[config.mk]
export PLATFORM = sky130hd
export DESIGN_NAME = hp_bar_damage_unit
export DESIGN_NICKNAME = d
export VERILOG_FILES = /design/src/rtl/hp_bar_pkg.sv /design/src/rtl/hp_bar_pixel_walker.sv /design/src/rtl/hp_bar_damage_unit.sv
export SDC_FILE = /design/constraint.sdc
export NUM_CORES = 1
export LEC_CHECK = 0
export CAP_MARGIN = 25
export CORE_MARGIN = 1
export CORE_UTILIZATION = 50
export DETAILED_ROUTE_END_ITERATION = 10
export PLACE_DENSITY = 0.78
export SLEW_MARGIN = 40
export SYNTH_ARGS = -nofsm -noshare
export SYNTH_HDL_FRONTEND = slang
export SYNTH_HIERARCHICAL = 1
export SYNTH_SLANG_ARGS = --single-unit
export TNS_END_PERCENT = 50
[constraint.sdc]
create_clock -name clock -period 5.57 [get_ports clock]
set_input_delay 1.114 -clock clock [delete_from_list [all_inputs] [get_ports clock]]
set_output_delay 1.114 -clock clock [all_outputs]
set_load 0.01 [all_outputs]
[src/rtl/hp_bar_pkg.sv]
// Shared types and colour constants for the HP-bar damage unit.
package hp_bar_pkg;

    typedef enum logic [1:0] {
        IDLE = 2'd0,
        CALC = 2'd1,
        DRAW = 2'd2,
        DONE = 2'd3
    } state_t;

    localparam logic [2:0] COLOUR_WHITE = 3'b111;
    localparam logic [2:0] COLOUR_GREEN = 3'b010;
    localparam logic [2:0] COLOUR_BLACK = 3'b000;

endpackage

[src/rtl/hp_bar_pixel_walker.sv]
// Column/row cursor over the HP bar: rows inner, columns outer, either x direction.
module hp_bar_pixel_walker
    import hp_bar_pkg::*;
#(
    parameter int X_W = 9,
    parameter int Y_W = 8,
    parameter int BAR_Y = 119,
    parameter int BAR_H = 4,
    parameter logic [X_W-1:0] X_RESET = '0
) (
    input  logic           clock,
    input  logic           reset,
    input  logic           load,
    input  logic [X_W-1:0] x_start,
    input  logic [X_W-1:0] x_end,
    input  logic           dir,
    input  logic           advance,
    output logic [X_W-1:0] x,
    output logic [Y_W-1:0] y,
    output logic           last
);

    localparam logic [Y_W-1:0] Y_TOP = Y_W'(BAR_Y);
    localparam logic [Y_W-1:0] Y_BOT = Y_W'(BAR_Y + BAR_H - 1);

    logic [X_W-1:0] x_end_q;
    logic           dir_q;

    // dir_q=1 walks columns upward (refill), 0 walks downward (erase)
    always_ff @(posedge clock or negedge reset) begin
        if (!reset) begin
            x       <= X_RESET;
            y       <= Y_TOP;
            x_end_q <= X_RESET;
            dir_q   <= 1'b0;
        end else if (load) begin
            x       <= x_start;
            y       <= Y_TOP;
            x_end_q <= x_end;
            dir_q   <= dir;
        end else if (advance) begin
            if (y == Y_BOT) begin
                y <= Y_TOP;
                x <= dir_q ? x + X_W'(1) : x - X_W'(1);
            end else begin
                y <= y + Y_W'(1);
            end
        end
    end

    assign last = (x == x_end_q) && (y == Y_BOT);

endmodule

[src/rtl/hp_bar_damage_unit.sv]
// HP register plus bar-pixel streamer for one combatant.
// Heal requests are honoured only when HP_BAR_HEAL_EN is defined.
module hp_bar_damage_unit
    import hp_bar_pkg::*;
#(
    parameter int HP_W = 9,
    parameter int HP_MAX = 81,
    parameter int X_W = 9,
    parameter int Y_W = 8,
    parameter int BAR_X_LEFT = 222,
    parameter int BAR_Y = 119,
    parameter int BAR_H = 4,
    parameter logic [2:0] ERASE_COLOUR = COLOUR_WHITE,
    parameter logic [2:0] FILL_COLOUR = COLOUR_GREEN
) (
    input  logic            clock,
    input  logic            reset,
    input  logic            start,
    input  logic [HP_W-1:0] damage,
    input  logic            heal,
    input  logic            restore,
    output logic            ready,
    output logic            pix_valid,
    input  logic            pix_ready,
    output logic [X_W-1:0]  pix_x,
    output logic [Y_W-1:0]  pix_y,
    output logic [2:0]      pix_colour,
    output logic            done,
    output logic [HP_W-1:0] hp,
    output logic            game_over
);

`ifdef HP_BAR_HEAL_EN
    localparam logic HEAL_BUILD = 1'b1;
`else
    localparam logic HEAL_BUILD = 1'b0;
`endif

    localparam logic [HP_W-1:0] HP_FULL     = HP_W'(HP_MAX);
    localparam logic [HP_W:0]   HP_FULL_EXT = (HP_W+1)'(HP_MAX);
    localparam logic [X_W-1:0]  X_LEFT      = X_W'(BAR_X_LEFT);
    localparam logic [X_W-1:0]  X_RESET     = X_W'(BAR_X_LEFT + HP_MAX);

    state_t          state, state_nxt;
    logic [HP_W-1:0] old_hp, damage_q, new_hp;
    logic [HP_W:0]   old_ext, dmg_ext, sum_ext;
    logic            heal_q, heal_mode;
    logic [X_W-1:0]  x_old, x_new, walk_start, walk_end;
    logic            walk_load, walk_last;

    assign heal_mode = heal_q && HEAL_BUILD;

    // Widened by one bit so neither subtraction nor heal overflow can wrap
    always_comb begin
        old_ext = {1'b0, old_hp};
        dmg_ext = {1'b0, damage_q};
        sum_ext = old_ext + dmg_ext;
        if (heal_mode)
            new_hp = (sum_ext > HP_FULL_EXT) ? HP_FULL : sum_ext[HP_W-1:0];
        else
            new_hp = (dmg_ext >= old_ext) ? '0 : old_hp - damage_q;
    end

    always_comb begin
        x_old = X_LEFT + X_W'(old_hp);
        x_new = X_LEFT + X_W'(new_hp);
        if (heal_mode) begin
            walk_start = x_old + X_W'(1);
            walk_end   = x_new;
        end else begin
            walk_start = x_old;
            walk_end   = x_new + X_W'(1);
        end
    end

    always_ff @(posedge clock or negedge reset) begin
        if (!reset) begin
            state     <= IDLE;
            hp        <= HP_FULL;
            game_over <= 1'b0;
            old_hp    <= HP_FULL;
            damage_q  <= '0;
            heal_q    <= 1'b0;
        end else begin
            state <= state_nxt;
            case (state)
                IDLE: begin
                    if (start) begin
                        damage_q <= damage;
                        heal_q   <= heal;
                        old_hp   <= hp;
                    end else if (restore) begin
                        hp        <= HP_FULL;
                        game_over <= 1'b0;
                    end
                end
                CALC: begin
                    hp        <= new_hp;
                    game_over <= (new_hp == '0);
                end
                default: ;
            endcase
        end
    end

    always_comb begin
        state_nxt  = state;
        ready      = 1'b0;
        pix_valid  = 1'b0;
        done       = 1'b0;
        walk_load  = 1'b0;
        pix_colour = ERASE_COLOUR;
        case (state)
            IDLE: begin
                ready = 1'b1;
                if (start) state_nxt = CALC;
            end
            CALC: begin
                walk_load = 1'b1;
                state_nxt = (new_hp == old_hp) ? DONE : DRAW;
            end
            DRAW: begin
                pix_valid = 1'b1;
                if (heal_mode) pix_colour = FILL_COLOUR;
                if (pix_ready && walk_last) state_nxt = DONE;
            end
            DONE: begin
                done      = 1'b1;
                state_nxt = IDLE;
            end
            default: state_nxt = IDLE;
        endcase
    end

    hp_bar_pixel_walker #(
        .X_W     (X_W),
        .Y_W     (Y_W),
        .BAR_Y   (BAR_Y),
        .BAR_H   (BAR_H),
        .X_RESET (X_RESET)
    ) u_walker (
        .clock   (clock),
        .reset   (reset),
        .load    (walk_load),
        .x_start (walk_start),
        .x_end   (walk_end),
        .dir     (heal_mode),
        .advance (pix_valid && pix_ready),
        .x       (pix_x),
        .y       (pix_y),
        .last    (walk_last)
    );

endmodule

* After elaboration in Yosys (flattened, before gate mapping)
Index checks and enable logic that the tools add are counted.
Cells by class: add/subtract/negate cells 6, magnitude comparators 1, equality and inequality tests 10, mux-type cells 21, reductions and logical operators 12
Operator list (number):
- $mux W9 | 6
- $mux W8 | 3
- $add A8 B9 Y9 const A | 2
- $eq A9 B9 Y1 | 2
- $pmux W9 S2 | 1
- $add A9 B1 Y9 const B | 1
- $ge A9 B9 Y1 | 1
- $logic_not A9 Y1 | 1
- $sub A9 B1 Y9 const B | 1
- $sub A9 B9 Y9 | 1
- $add A8 B1 Y8 const B | 1
- $eq A8 B7 Y1 const B | 1
- $ne A2 B2 Y1 const B | 4
- $pmux W2 S4 | 1
- $mux W1 | 7
- $reduce_and A2 Y1 | 3
- $reduce_bool A2 Y1 | 3
- $eq A2 B2 Y1 const B | 2
- $mux W2 | 2
- $logic_and A1 B1 Y1 | 3
- $reduce_and A3 Y1 | 1
- $eq A2 B1 Y1 const B | 1
- $logic_not A2 Y1 | 1
- $pmux W1 S2 | 1
Word-level totals: bits in registers 56, input port bits 15, word-level logic and storage cells 58

* Longest topological paths before layout
Gate-level depths: netlist of run 1.
word-level depth 5, gate-level depth with buffers 15

* Cells and area by module
Netlist of run 1, hierarchy kept.
Modules (own cells, without submodules):
- hp_bar_damage_unit | times used 1, cells an instance 269, area each 2383.5 um2, seq. area each 758.2 um2
- hp_bar_pixel_walker | times used 1, cells an instance 167, area each 1689.1 um2, seq. area each 698.2 um2

* Worst setup path before layout of run 1
No wires, ideal clock.
path type register -> register, start register old_hp[0], end register state[0], setup time 95 ps, data arrival time 3042 ps, data required time 5475 ps, path slack 2432 ps, stages on the path, launching flop included 12, period minus slack after synthesis 3138 ps, path through dfstp_2 inv_1 ha_1 fa_1 nand2b_1 a21oi_1 xor2_1 xor2_1 a2111oi_2 a21oi_1 or4_1 o31ai_1
On the way: longest elaborated chain between the ends 5, elaborated cells between the ends (all ways) 6, those cells by class add/sub: 1; order compare: 1; eq/ne: 1; mux: 3
Ends and longest elaborated chain:
- start, declared | line hp_bar_damage_unit.sv:45 | logic [HP_W-1:0] old_hp, damage_q, new_hp;
- start signal, assigned | line hp_bar_damage_unit.sv:91 | old_hp <= hp;
- $sub A9 B9 Y9 or $ge A9 B9 Y1 (tied branches) | line hp_bar_damage_unit.sv:61 | new_hp = (dmg_ext >= old_ext) ? '0 : old_hp - damage_q;
- $mux W9 | line hp_bar_damage_unit.sv:61
- $eq A9 B9 Y1 * | line hp_bar_damage_unit.sv:120 | state_nxt = (new_hp == old_hp) ? DONE : DRAW;
- $mux W1 * | line hp_bar_damage_unit.sv:120
- $pmux W2 S4 * | line hp_bar_damage_unit.sv:113 | case (state)
- end signal, assigned | line hp_bar_damage_unit.sv:85 | state <= state_nxt;
- end, declared | line hp_bar_damage_unit.sv:44 | state_t state, state_nxt;
Every way passes the cells marked *; elsewhere a longest branch is shown, timed or not. A chain may end at the register's enable or synchronous reset.

* Final worst setup path of run 1
Same ends and word-level chain as after synthesis.

==> flow_summary_export.csv, run 1 <==
group,metric,value,unit
synthesis,async_reset_ff_share,100,%
clocking,cts.sinks,57,
place,gp_congestion,0.909,
synthesis,syn_inst,436,
routing,ant_nets,0,
floorplanning,die_h,92.3,um
clocking,cts_tree,"done",
run,cap_violations,0,
grt,grt-ovfl-total,0,
clocking,ctsLongestPathBuffers,2,
run_status,outcome,"completed",
timing,post-route-period-util,64.0,%
grt,grt_pass1_wl,16.1,mm
clocking,cts_resized,0,
floorplanning,core,7810,um2
grt,grt_max_degree,58,
place,hpwl,6.89,mm
clocking,cts_inserted_buffers,9,
synthesis,synth_top_flop_cell,"dfrtp_1",
timing,finalHoldViolations,0,
grt,antenna_found_initial,0,
timing,drv_slew,0,
timing,setup-tns-final,0,ns
floorplanning,dieArea,8510,um2
final_layout,drive_above_1_share,18.1,%
timing,timing.clock.skew,0.00741,ns
grt,grt_pass1_vias,3358,
floorplanning,io_pins,48,
final_layout,diodes,0,
setup_path,arrival,3.82,ns
clocking,hold_buffers,0,
clocking,clk_latency,0.35,ns
timing,rsz0062_at_grt,"no",
setup_path,cp.required,5.82,ns
setup_path,endpoint_kind,"register",
floorplanning,initial_core_util,52.2,%
synthesis,ys_types,64,
timing,max_freq,280,MHz
timing,relSlewSlack,45.3,%
routing,dr.pass1.iters,4,
timing,worst_pin_slew,0.818,ns
routing,via_per_inst,5.76,
worst_hold_path,worstHoldPathType,"register to register",
synthesis,synth_edf_count,0,
final_layout,fin_nets,516,
synthesis,syn_area,4070,um2
setup_path,start_kind,"register",
setup_path,critical_path.max_fanout,4,
routing,vias,3351,
routing,wl_per_cell,16.5,um
synthesis,synth_seq_cells,57,
synthesis,avgSynthCellArea,9.34,um2
final_layout,area_delta_synth_final,15.5,%
clocking,post_cts_buffers,0,
floorplanning,die_w,92.3,um
grt,grt_use_total,24.7,%
place,io_buffers,43,
synthesis,ys_warn_count,6,
floorplanning,rows,32,
setup_path,path_class,"register to register",
clocking,cts.reportedPaths.clkPinSlew,0.06,ns
routing,dr.first_iter.drc_count,215,
synthesis,ys_seq_area_share,35.8,%
clocking,cts_root_buffer,"clkbuf_8",
timing,min_period,3.57,ns
clocking,h-tree-depth,3,
timing,setup_viol,0,
routing,drc_errors,0,
routing,wl,9.61,mm
## final timing paths
kind | startpoint | end | slack, ns | cells past startpoint
max | old_hp[0] | state[0] | 2.00 | 11
min | damage_q[5] | damage_q[5] | 0.51 | 1
max reg2reg | old_hp[0] | state[0] | 2.00 | 11
min reg2reg | damage_q[5] | damage_q[5] | 0.51 | 1
max in group asynchronous | reset | old_hp[8] | 4.17 | 2
min in group asynchronous | reset | u_walker/y[7] | 0.90 | 2
## area by class of cell
class | instances | area (um2)
multi-input cells | 339 | 2410
flip-flops and latches | 57 | 1460
clock inverters | 3 | 15.0
repair buffers | 45 | 440
well taps | 102 | 128
fillers | 688 | 3100
clock buffers | 13 | 169
inverters | 23 | 86.3
## stage by stage
| stage | utilization [%] | area [um2] | hold WS [ns] | setup WS, ns | cells |
|---|---|---|---|---|---|
| floorplan | - | 4080 | 0.479 | 2.43 | 438 |
| global placement | 57.8 | 4510 | 0.491 | 2.11 | 566 |
| detailed placement | 57.9 | 4520 | 0.496 | 2.07 | 566 |
| CTS | 60.2 | 4700 | 0.511 | 2.05 | 582 |
| global route | 60.3 | 4700 | 0.529 | 1.80 | 582 |
| finish | 60.3 | 4700 | 0.509 | 2.00 | 582 |
## per-layer routing
layer  part of all wire [%]  wire (um)  vias up  track usage, %
li1                       -          -     1623               -
met1                     42       4040     1584            29.4
met2                     49       4730      113            41.3
met3                    5.5        524       31            6.22
met4                    3.3        320        0            12.1
met5                      0          0        -               0
## Yosys cell counts (7+ instances only)
| library cell | n | share of area, % |
|---|---|---|
| a21oi_1 | 29 | 3.6 |
| clkbuf_1 | 7 | 0.65 |
| dfrtp_1 | 33 | 20 |
| nor2_1 | 29 | 2.7 |
| mux2_2 | 29 | 8.0 |
| inv_1 | 22 | 2.0 |
| nor3_1 | 12 | 1.5 |
| nand2_1 | 50 | 4.6 |
| ha_1 | 24 | 7.4 |
| dfstp_2 | 24 | 15 |
| o21ai_0 | 23 | 2.8 |
| o22ai_1 | 7 | 1.1 |
| xor2_1 | 24 | 5.2 |
| nand3_1 | 13 | 1.6 |
| xnor2_1 | 12 | 2.6 |
## registers in the layout, summed over array words and instances, names as in the netlist
signal,cells
damage_q,9
game_over,1
hp,9
old_hp,9
state,2
u_walker/dir_q,1
u_walker/x,9
u_walker/x_end_q,9
u_walker/y,8
## cell usage in the layout (no fill, tap or decap), drive strengths merged, types with 7 or more instances in the layout
cell	netlist	routed
clkbuf	9	13
xor2	24	24
nor3	12	12
inv	22	22
dfrtp	33	33
o22ai	7	7
nand3	13	13
xnor2	13	13
a21oi	30	30
dfstp	24	24
clkdlybuf4s50	0	42
o21ai	25	25
nor2	30	30
mux2	30	30
ha	24	24
nand2	50	50
## cell families (layout without fill, tap and decap cells)
family	Yosys count	count (layout)	synth area share [%]
mux	33	33	9.12
compound gates	100	100	16.0
flops	57	57	35.8
buf+inv	42	84	5.44
simple gates	139	139	16.7
xor+xnor	37	37	8.42
other cells	2	4	0.184
fa+ha+maj	26	26	8.36
## critical path, cell delays in order, from the launching register on
cell and delay, ns:
dfstp_2 0.59, inv_1 0.06, ha_1 0.24, fa_1 0.43, nand2b_1 0.23, a21oi_1 0.20, xor2_1 0.41, xor2_1 0.14
a2111oi_2 0.34, a21oi_1 0.07, or4_1 0.53, o31ai_1 0.24
Power of run 1 is left out: the tool's default activity adds up to more than one toggle a clock period on the data nets, which glitch-free logic cannot reach.
==> run 2, diff against run 1 <==
--- a/config.mk
+++ b/config.mk
@@ -9,7 +9,7 @@
 export CORE_MARGIN = 1
 export CORE_UTILIZATION = 50
 export DETAILED_ROUTE_END_ITERATION = 10
-export PLACE_DENSITY = 0.78
+export PLACE_DENSITY = 0.8
 export SLEW_MARGIN = 40
 export SYNTH_ARGS = -nofsm -noshare
 export SYNTH_HDL_FRONTEND = slang
==> constraint.sdc (replaced) <==
create_clock -name clock -period 3.26 [get_ports clock]
set_input_delay 0.652 -clock clock [delete_from_list [all_inputs] [get_ports clock]]
set_output_delay 0.652 -clock clock [all_outputs]
set_load 0.01 [all_outputs]
==> flow_summary_export.csv, run 2 (same netlist as run 1, synthesis figures left out) <==
group,metric,value,unit
run_status,outcome,"completed",
setup_path,critical_path.max_fanout,6,
timing,max_freq,321,MHz
place,gp_congestion,0.927,
routing,dr.pass1.iters,5,
final_layout,fill_cells,658,
grt,antenna_found_initial,0,
timing,finalHoldViolations,0,
routing,drc_errors,0,
setup_path,endpoint_kind,"register",
final_layout,mostFrequentLayoutCell,"nand2_1",
setup_path,timing.critical_path.buf_inv,1,
clocking,cts.reportedPaths.clkPinSlew,0.07,ns
final_layout,final_cell_mix,"nand2_1, clkdlybuf4s50_1, dfrtp_1",
floorplanning,rows,32,
setup_path,arrival,3.38,ns
timing,setup_viol,0,
timing,drv_slew,0,
setup_path,rrSetupSlack,0.15,ns
clocking,cts.sinks,57,
clocking,clk_latency,0.34,ns
place,hpwl,7.33,mm
setup_path,cp_top_family,"compound AO/OA/AOI/OAI gates",
setup_path,start_kind,"register",
grt,grt_pass1_wl,16.4,mm
grt,grt-ovfl-total,0,
routing,vias,3486,
run,cap_violations,0,
grt,grt_use_total,24.9,%
timing,setup-tns-final,0,ns
grt,grt_pass1_vias,3339,
routing,ant_nets,0,
final_layout,fin_nets,535,
clocking,ctsLongestPathBuffers,2,
setup_path,critPathMaxStageDelay,0.54,ns
routing,dr.first_iter.drc_count,289,
timing,timing.clock.skew,0.00756,ns
grt,grt_max_degree,41,
floorplanning,initial_core_util,52.2,%
clocking,hold_buffers,0,
timing,rsz0062_at_grt,"no",
setup_path,cpMaxStageDelayCell,"dfstp_2",
floorplanning,die_w,92.3,um
timing,post-route-period-util,95.5,%
timing,min_period,3.11,ns
floorplanning,die_h,92.3,um
final_layout,drive_above_1_share,21.8,%
routing,via_per_inst,5.80,
clocking,post_cts_buffers,0,
clocking,cts_root_buffer,"clkbuf_8",
final_layout,diodes,0,
timing,worst_pin_slew,0.751,ns
floorplanning,io_pins,48,
clocking,cts_inserted_buffers,9,
setup_path,cp.required,3.53,ns
clocking,cts_tree,"done",
clocking,h-tree-depth,3,
routing,wl,9.94,mm
worst_hold_path,worstHoldPathType,"input pin to async pin",
timing,relSlewSlack,49.8,%
place,io_buffers,43,
setup_path,cp_cell_sequence,"inv_1, ha_1, and2b_1, o2111ai_2, a21oi_1, o21a_1, nand2_1, ha_1, a21oi_1, nor3_1, xnor2_1, nor2_1, mux2_2",
routing,wl_per_cell,16.5,um
floorplanning,dieArea,8510,um2
floorplanning,core,7810,um2
final_layout,area_delta_synth_final,19.8,%
setup_path,path_class,"register to register",
## run 2: repair_timing
action | in CTS | in global routing
resized for setup | 0 | 5
setup endpoints to repair | 0 | 3
hold endpoints to repair | 0 | 0
## run 2: final timing paths
path / depth (start not counted) / end / startpoint
worst max-delay path: 13 / u_walker/x_end_q[8] / old_hp[0]
worst min-delay path: 1 / u_walker/x[6] / reset
worst max register to register: 13 / u_walker/x_end_q[8] / old_hp[0]
worst min register to register: 2 / hp[3] / hp[3]
max in group asynchronous: 2 / hp[1] / reset
min in group clock: 2 / hp[3] / hp[3]
## run 2: stage by stage
| step | hold WS [ns] | setup slack, ns | utilization (%) | area [um2] | std cells |
|---|---|---|---|---|---|
| 2_1_floorplan | 0.356 | 0.122 | - | 4080 | 438 |
| 3_3_place_gp | 0.491 | 0.120 | 59.6 | 4660 | 585 |
| 3_5_place_dp | 0.493 | 0.0490 | 59.7 | 4660 | 585 |
| 4_1_cts | 0.285 | 0.0248 | 62.2 | 4850 | 601 |
| 5_1_grt | 0.313 | 0.0277 | 62.5 | 4880 | 601 |
| 6_report | 0.282 | 0.148 | 62.5 | 4880 | 601 |
## run 2: area by class of cell
cell class | instances | area [um2] | share of cell area (%)
well taps | 102 | 128 | 2.62
clock inverters | 5 | 55.1 | 1.13
inverters | 23 | 86.3 | 1.77
flip-flops and latches | 57 | 1460 | 29.9
repair buffers | 64 | 586 | 12.0
multi-input cells | 339 | 2430 | 49.7
clock buffers | 11 | 141 | 2.90
## run 2: routing by layer
metal / share of wire, % / GRT usage, % / vias up
met5: 0 / 0 / -
met4: 2.0 / 8.20 / 0
met3: 5.5 / 4.31 / 24
met2: 50 / 43.9 / 130
met1: 42 / 30.7 / 1678
li1: - / - / 1654
Power of run 2 is left out for the same reason.
==> run 3, diff against run 2 <==
--- a/config.mk
+++ b/config.mk
@@ -6,13 +6,11 @@
 export NUM_CORES = 1
 export LEC_CHECK = 0
 export CAP_MARGIN = 25
-export CORE_MARGIN = 1
 export CORE_UTILIZATION = 50
 export DETAILED_ROUTE_END_ITERATION = 10
-export PLACE_DENSITY = 0.8
+export PLACE_DENSITY = 0.81
 export SLEW_MARGIN = 40
 export SYNTH_ARGS = -nofsm -noshare
 export SYNTH_HDL_FRONTEND = slang
-export SYNTH_HIERARCHICAL = 1
 export SYNTH_SLANG_ARGS = --single-unit
 export TNS_END_PERCENT = 50
==> flow_summary_export.csv, run 3 <==
group,metric,value,unit
final_layout,final_cell_mix,"clkdlybuf4s50_1, nand2_1, nor2_1, dfrtp_1, xnor2_1",
floorplanning,die_w,87.1,um
clocking,cts_inserted_buffers,5,
clocking,post_cts_buffers,0,
pwr,internal_power,0.00278,W
final_layout,area_delta_synth_final,18.5,%
floorplanning,core,6910,um2
synthesis,ys_types,60,
synthesis,synth_seq_cells,56,
final_layout,diodes,0,
pwr,leakagePower,1.79,nW
timing,max_freq,322,MHz
floorplanning,initial_core_util,52.4,%
final_layout,seqCellArea,1430,um2
synthesis,yosysMostFrequentCell,"nand2_1",
place,placed_area,4200,um2
place,post-place-cells,517,
timing,setup_viol,0,
setup_path,reg2reg_from,"old_hp[0]",
final_layout,post-route-cell-area,4290,um2
routing,dr.pass1.iters,5,
final_layout,stdcell_count,525,
floorplanning,io_pins,48,
timing,worst_pin_slew,0.615,ns
routing,wl_per_cell,16.3,um
grt,grt_pass1_wl,14.2,mm
place,hpwl,6.41,mm
floorplanning,die_h,87.1,um
routing,wl,8.58,mm
synthesis,async_reset_ff_share,100,%
pwr,seq_power_share,26.3,%
pwr,power_density,1200,nW/um2
grt,grt-ovfl-total,0,
routing,vias,2981,
clocking,ctsLongestPathBuffers,2,
clocking,cts.reportedPaths.clkPinSlew,0.10,ns
synthesis,synth_top_flop_cell,"dfrtp_1",
floorplanning,dieArea,7580,um2
pwr,clockPowerShare,7.3,%
synthesis,yosysTopAreaCellShare,22.1,%
clocking,cts.sinks,56,
synthesis,syn_area,3620,um2
routing,dr.first_iter.drc_count,211,
synthesis,netlist.top_cell.by_area,"dfrtp_1",
setup_path,arrival,3.35,ns
pwr,power_frac_comb,66.4,%
setup_path,cp.required,3.51,ns
synthesis,ys_warn_count,0,
pwr,power_switching,0.00237,W
grt,grt_use_total,24.3,%
setup_path,critical_path.max_fanout,4,
synthesis,syn_inst,376,
clocking,hold_buffers,0,
final_layout,multi_input_area,2040,um2
timing,rsz0062_at_grt,"no",
final_layout,fin_nets,462,
pwr,power,0.00516,W
run,cap_violations,0,
setup_path,start_kind,"register",
clocking,cts_tree,"done",
final_layout,mostFrequentLayoutCell,"clkdlybuf4s50_1",
pwr,switching_share,46.0,%
timing,timing.clock.skew,0.0137,ns
final_layout,drive_above_1_share,19.6,%
timing,relSlewSlack,59.0,%
timing,setup-tns-final,0,ns
routing,via_per_inst,5.68,
routing,ant_nets,0,
timing,finalHoldViolations,0,
setup_path,path_class,"register to register",
synthesis,ys_seq_area_share,39.5,%
grt,grt_pass1_vias,2962,
timing,drv_slew,0,
worst_hold_path,worstHoldPathType,"input pin to async pin",
synthesis,synth_edf_count,0,
grt,grt_max_degree,49,
clocking,cts_root_buffer,"clkbuf_8",
clocking,cts_resized,0,
routing,drc_errors,0,
final_layout,fill_cells,601,
synthesis,avgSynthCellArea,9.63,um2
pwr,vdd_drop_max,0.648,mV
clocking,clk_latency,0.32,ns
place,gp_congestion,0.965,
synthesis,synth_common_cells,"nand2_1, dfrtp_1, nor2_1",
synthesis,synth_area_leaders,"dfrtp_1, dfstp_2, mux2_2",
setup_path,endpoint_kind,"register",
clocking,h-tree-depth,2,
timing,min_period,3.10,ns
timing,post-route-period-util,95.2,%
place,io_buffers,43,
floorplanning,rows,30,
grt,antenna_found_initial,0,
setup_path,crit_path_start,"old_hp[0]",
run_status,outcome,"completed",
[run 3: layout make-up]
| type | instances | share of cell area [%] |
|---|---|---|
| clock inverter | 2 | 0.263 |
| timing repair buffer | 58 | 12.6 |
| clock buffer | 6 | 1.69 |
| inverter | 20 | 1.75 |
| multi-input combinational | 287 | 47.5 |
| tap | 96 | 2.80 |
| sequential | 56 | 33.4 |
[run 3: final timing paths]
path / slack, ns / depth (start not counted) / to
hold reg to reg: 0.49 / 1 / u_walker.x_end_q[5]
setup / recovery: 0.16 / 13 / u_walker.x_end_q[8]
setup reg to reg: 0.16 / 13 / u_walker.x_end_q[8]
min in group clock: 0.49 / 1 / u_walker.x_end_q[5]
hold / removal: 0.33 / 1 / u_walker.y[3]
max in group asynchronous: 2.35 / 2 / damage_q[0]
[run 3: stage by stage]
stage | setup WS, ns | hold slack [ns] | util (%)
6_report | 0.158 | 0.329 | 62.1
5_1_grt | 0.0437 | 0.364 | 62.1
4_1_cts | 0.185 | 0.351 | 62.0
3_5_place_dp | 0.207 | 0.477 | 60.8
3_3_place_gp | 0.278 | 0.475 | 60.8
2_1_floorplan | 0.496 | 0.356 | -
[run 3: power groups by stage]
stage          sequential, W  combinational, W  clock (W)
6_report             0.00135           0.00342   0.000377
3_3_place_gp         0.00134           0.00326          0
2_1_floorplan        0.00135           0.00227          0
4_1_cts              0.00135           0.00339   0.000388
5_1_grt              0.00139           0.00372   0.000411
3_5_place_dp         0.00137           0.00337          0
[run 3: kinds of logic after synthesis]
| group | after synthesis | synth area share (%) |
|---|---|---|
| multiplexers | 23 | 7.16 |
| other | 1 | 0.104 |
| AND/OR/NAND/NOR | 116 | 16.5 |
| buffers and inverters | 35 | 4.46 |
| flip-flops | 56 | 39.5 |
| AO/OA/AOI/OAI | 85 | 15.6 |
| XOR/XNOR | 41 | 9.92 |
| adder cells (fa/ha/maj) | 19 | 6.78 |
[run 3: worst max-delay path, stage by stage, from the launching register on]
cell and delay (ns):
dfstp_2 0.58, inv_1 0.05, ha_1 0.22, nand2b_1 0.17
a21oi_1 0.27, a21oi_2 0.12, a311o_2 0.33, nor2_1 0.22
inv_1 0.10, ha_1 0.24, o21ai_1 0.21, a22oi_1 0.14
xnor2_1 0.15, mux2_2 0.27
[run 3: layer usage]
layer	track usage (%)	vias up	share of wire, %
li1	-	1414	-
met1	29.8	1436	43
met2	42.4	107	49
met3	3.79	24	5.1
met4	10.0	0	3.0
met5	0	-	0
(Power assumes the default switching activity.)
